[src/rtl/pipe_stage_reg.sv]
// Inter-stage pipeline register driven by the hazard unit's 2-bit write code,
// with saturating stall/flush counters and a sticky watchdog for long keep streaks.
module pipe_stage_reg #(
    parameter int DW         = 64,
    parameter int CNT_W      = 32,
    parameter int HANG_LIMIT = 1024
) (
    input  logic             clk,
    input  logic             reset,
    input  logic [1:0]       wr_ctrl,
    input  logic             valid_i,
    input  logic [DW-1:0]    data_i,
    input  logic [63:0]      pc_i,
    input  logic             perf_clr,
    output logic             valid_o,
    output logic [DW-1:0]    data_o,
    output logic [63:0]      pc_o,
    output logic [CNT_W-1:0] stall_cnt,
    output logic [CNT_W-1:0] flush_cnt,
    output logic             hang
);

    localparam logic [CNT_W-1:0] CNT_MAX = '1;
    localparam logic [15:0]      STK_MAX = '1;
    localparam logic [16:0]      LIMIT   = 17'(HANG_LIMIT);

    logic        stream, flush, keep;
    logic [15:0] streak;
    logic [16:0] streak_nxt;

    assign stream     = (wr_ctrl == 2'b00);
    assign flush      = (wr_ctrl == 2'b01);
    assign keep       = wr_ctrl[1];
    assign streak_nxt = {1'b0, streak} + 17'd1;

    // Payload registers: keep holds, flush loads a bubble and drops any held entry.
    always_ff @(posedge clk) begin
        if (reset) begin
            valid_o <= 1'b0;
            data_o  <= '0;
            pc_o    <= '0;
        end else if (stream) begin
            valid_o <= valid_i;
            data_o  <= data_i;
            pc_o    <= pc_i;
        end else if (flush) begin
            valid_o <= 1'b0;
            data_o  <= '0;
            pc_o    <= '0;
        end
    end

    // Perf state: perf_clr beats any increment in the same cycle.
    always_ff @(posedge clk) begin
        if (reset || perf_clr) begin
            stall_cnt <= '0;
            flush_cnt <= '0;
            streak    <= '0;
            hang      <= 1'b0;
        end else begin
            if (keep && valid_o && stall_cnt != CNT_MAX)
                stall_cnt <= stall_cnt + 1'b1;
            if (flush && flush_cnt != CNT_MAX)
                flush_cnt <= flush_cnt + 1'b1;
            if (keep) begin
                if (streak != STK_MAX)
                    streak <= streak_nxt[15:0];
                if (streak_nxt == LIMIT)
                    hang <= 1'b1;
            end else begin
                streak <= '0;
            end
        end
    end

endmodule

[config.mk]
export PLATFORM = sky130hd
export DESIGN_NAME = pipe_stage_reg
export DESIGN_NICKNAME = d
export VERILOG_FILES = /design/src/rtl/pipe_stage_reg.sv
export SDC_FILE = /design/constraint.sdc
export NUM_CORES = 1
export LEC_CHECK = 0
export ABC_CLOCK_PERIOD_IN_PS = 2800
export CORE_MARGIN = 2
export CORE_UTILIZATION = 39
export CTS_CLUSTER_SIZE = 24
export DETAILED_ROUTE_END_ITERATION = 8
export PLACE_DENSITY_LB_ADDON = 0.15
export RECOVER_POWER = 100
export SYNTH_ARGS = -nofsm -noshare
export SYNTH_HDL_FRONTEND = slang
export SYNTH_SLANG_ARGS = --single-unit
[constraint.sdc]
create_clock -name clk -period 2.8 [get_ports clk]
set_clock_uncertainty 0.15 [all_clocks]
set_input_delay 0.42 -clock clk [delete_from_list [all_inputs] [get_ports clk]]
set_output_delay 0.42 -clock clk [all_outputs]
set_load 0.01 [all_outputs]
==> results.toml <==
[timing]
hold_viol = 0
slew_violations = 0
relSlewSlack_pct = 3.26
fin_tns_setup_ns = 0
rsz0062_at_grt = "false"
min_period_over_period_pct = 90.0
setup_violations = 0
fmax_mhz = 397
tightest_slew_ns = 1.45
finalCriticalPeriod_ns = 2.52

[die]
ios = 328
die_w_um = 150
fp-row-count = 53
initial_core_util_pct = 39.7
core_um2 = 21000
die_area_um2 = 22500
die_h_um = 150

[worst_setup_path]
crit_start = "stall_cnt[4]"
crit_fanout = 11
cp.arrival_ns = 2.77
crit_type = "reg2reg"
critPathLaunchType = "flop"
r2r-start = "stall_cnt[4]"
cp.required_ns = 3.05
critPathCaptureType = "flop"

[yosys]
synth_top_cell_area_share_pct = 50.5
avgSynthCellArea_um2 = 9.04
ys_seq_area_share_pct = 50.5
ys_types = 52
syn-num-nets = 1058
syn_inst = 921
ys_seq_elements = 210
ys_dominant_reg_cell = "dfxtp_1"
async_reset_ff_share_pct = 0
synth_edf_count = 0
yosysWarnings = 0
synth_top_area_cell = "dfxtp_1"
synth_area_um2 = 8320
synth.top_cells.by_area = "dfxtp_1 (51%), a22oi_1 (12%), nor2_1 (7.6%)"

[drt]
drt.antenna.violating_nets = 0
drc = 0
routed_wl_mm = 26.8
dr_total_vias = 8037
post_drt_via_cell_ratio = 5.28
drtPass1Iterations = 5
wl_per_cell_um = 17.6
drtIter0Drc = 396

[clock_network]
postCtsSetupBuffers = 0
cts.sinks = 210
cts_root_buf = "clkbuf_16"
ctsHoldBuffers = 0
htreeDepth = 1
post_cts_resize_count = 0
cts_tree = "yes"
path_clk_slew_ns = 0.06
clk_latency_ns = 0.51
clk_path_buf_depth = 3
numCtsBuffers = 24

[global_route]
gr-total-overflow = 0
first_global_vias = 7707
grt_max_degree = 123
grt_util_all_layers_pct = 22.8
grt_antenna_before_repair = 1
grt_pass1_wl_mm = 41.5

[worst_hold_path]
min_from = "reset"
hp-class = "in2reg"

[finish]
nNetsFinal = 1368
finalInstanceArea_um2 = 12600
drive_gt1_share_pct = 5.06
n_antenna_cell = 0
nFillCells = 1872
syn_to_final_growth_pct = 51.3

[job]
drv_cap = 0

[pwr]
irDropWorstVdd_mv = 0.449
p_per_area_nw_per_um2 = 529
leakagePower_nw = 4.95

[placement]
placed_area_um2 = 11900
place_congestion = 0.817
dpl.hpwl_mm = 19.1
port_buffers = 327

[outcome]
status = "complete, no violations"
==> state kept, by name, summed over array words and instances (netlist names) <==
register,cells
hang,1
flush_cnt,32
stall_cnt,32
pc_o,64
streak,16
valid_o,1
data_o,64
==> area by class of cell <==
cell class              count  area (um2)  share of cell area, %
clock buffers              37         721                   5.72
clock inverters             4        22.5                  0.179
inverters                   7        26.3                  0.209
multi-input cells         639        3820                   30.4
flip-flops and latches    210        4200                   33.4
well taps                 275         344                   2.73
repair buffers            349        3450                   27.4
==> cells by family (layout without fill, tap and decap cells) <==
kind of cell	Yosys count	in the layout	share of synthesized area, %
muxes	4	4	0.481
xor gates and xnor gates	40	40	4.21
adders and majority gates	3	3	0.451
DFF	210	210	50.5
buffers and inverters	72	397	3.38
and+or+nand+nor	354	354	20.9
AOI/OAI and AO/OA	238	238	20.1
==> critical path, cell delays in order (launching register included) <==
cell and delay, ns:
dfxtp_1 0.47, nand4_4 0.18, or4_1 0.75, a2111oi_0 0.63, xnor2_1 0.18, nor2_1 0.05
==> Yosys cell counts, types with 3 or more instances <==
cell / count
buf_2: 3
a21oi_1: 42
a211oi_1: 4
nor3_1: 7
a31oi_1: 3
o211ai_1: 7
o31ai_1: 14
or3_1: 21
a22oi_1: 128
nand4_1: 22
a2111oi_1: 3
nor4_1: 8
mux2i_1: 4
or2_2: 4
xor2_1: 17
and3_1: 8
xnor2_1: 23
or4_1: 17
o21ai_0: 17
inv_1: 7
nand3_1: 32
and2_1: 3
dfxtp_1: 210
ha_1: 3
and4_1: 10
o2111ai_1: 5
clkbuf_1: 61
nor2_1: 169
nand2_1: 40
==> power breakdown <==
part	switching [W]	internal [W]	leakage (nW)
Combinational	0.000273	0.000330	2.88
Sequential	0.0000370	0.00306	1.70
Clock	0.00121	0.00176	0.364
Total	0.00152	0.00515	4.95
==> per-stage QoR <==
| stage | hold WS (ns) | total power [W] | utilization [%] | instances | setup WS (ns) |
|---|---|---|---|---|---|
| after floorplan | 0.324 | 0.00339 | - | 921 | 0.563 |
| after global placement | 0.293 | 0.00380 | 56.9 | 1480 | 0.429 |
| after detailed placement | 0.321 | 0.00380 | 56.9 | 1480 | 0.386 |
| after CTS | 0.138 | 0.00678 | 60.4 | 1521 | 0.465 |
| after global routing | 0.147 | 0.00693 | 60.1 | 1521 | 0.170 |
| final | 0.151 | 0.00666 | 60.1 | 1521 | 0.279 |
==> placed cells by master (no fill, tap or decap), drive strengths merged, types with 7 or more instances in the layout <==
| master | instances |
|---|---|
| o211ai | 7 |
| buf | 15 |
| nand3 | 32 |
| clkbuf | 46 |
| dfxtp | 210 |
| nor2 | 169 |
| xnor2 | 23 |
| a22oi | 128 |
| nand4 | 23 |
| nand2 | 40 |
| dlygate4sd3 | 195 |
| clkdlybuf4s50 | 130 |
| nor3 | 8 |
| xor2 | 17 |
| inv | 7 |
| o21ai | 17 |
| nor4 | 9 |
| o31ai | 16 |
| and3 | 8 |
| or4 | 18 |
| a21oi | 42 |
| and4 | 10 |
| or3 | 21 |
==> path summary, 6_finish.rpt <==
check,end,slack (ns),cells past startpoint
max reg2reg,stall_cnt[31],0.28,5
min,data_o[35],0.15,2
min reg2reg,hang,0.32,2
max,stall_cnt[31],0.28,5
==> per-layer routing <==
| layer | track usage, % | share of wire (%) | up-vias | wire [um] |
|---|---|---|---|---|
| met5 | 0 | 0 | - | 0 |
| met1 | 29.6 | 42 | 3719 | 11300 |
| met4 | 8.07 | 3.6 | 0 | 958 |
| met2 | 35.7 | 46 | 264 | 12300 |
| met3 | 7.48 | 8.6 | 54 | 2310 |
| li1 | - | - | 4000 | - |
No activity file was read; power rests on OpenSTA's default activity.
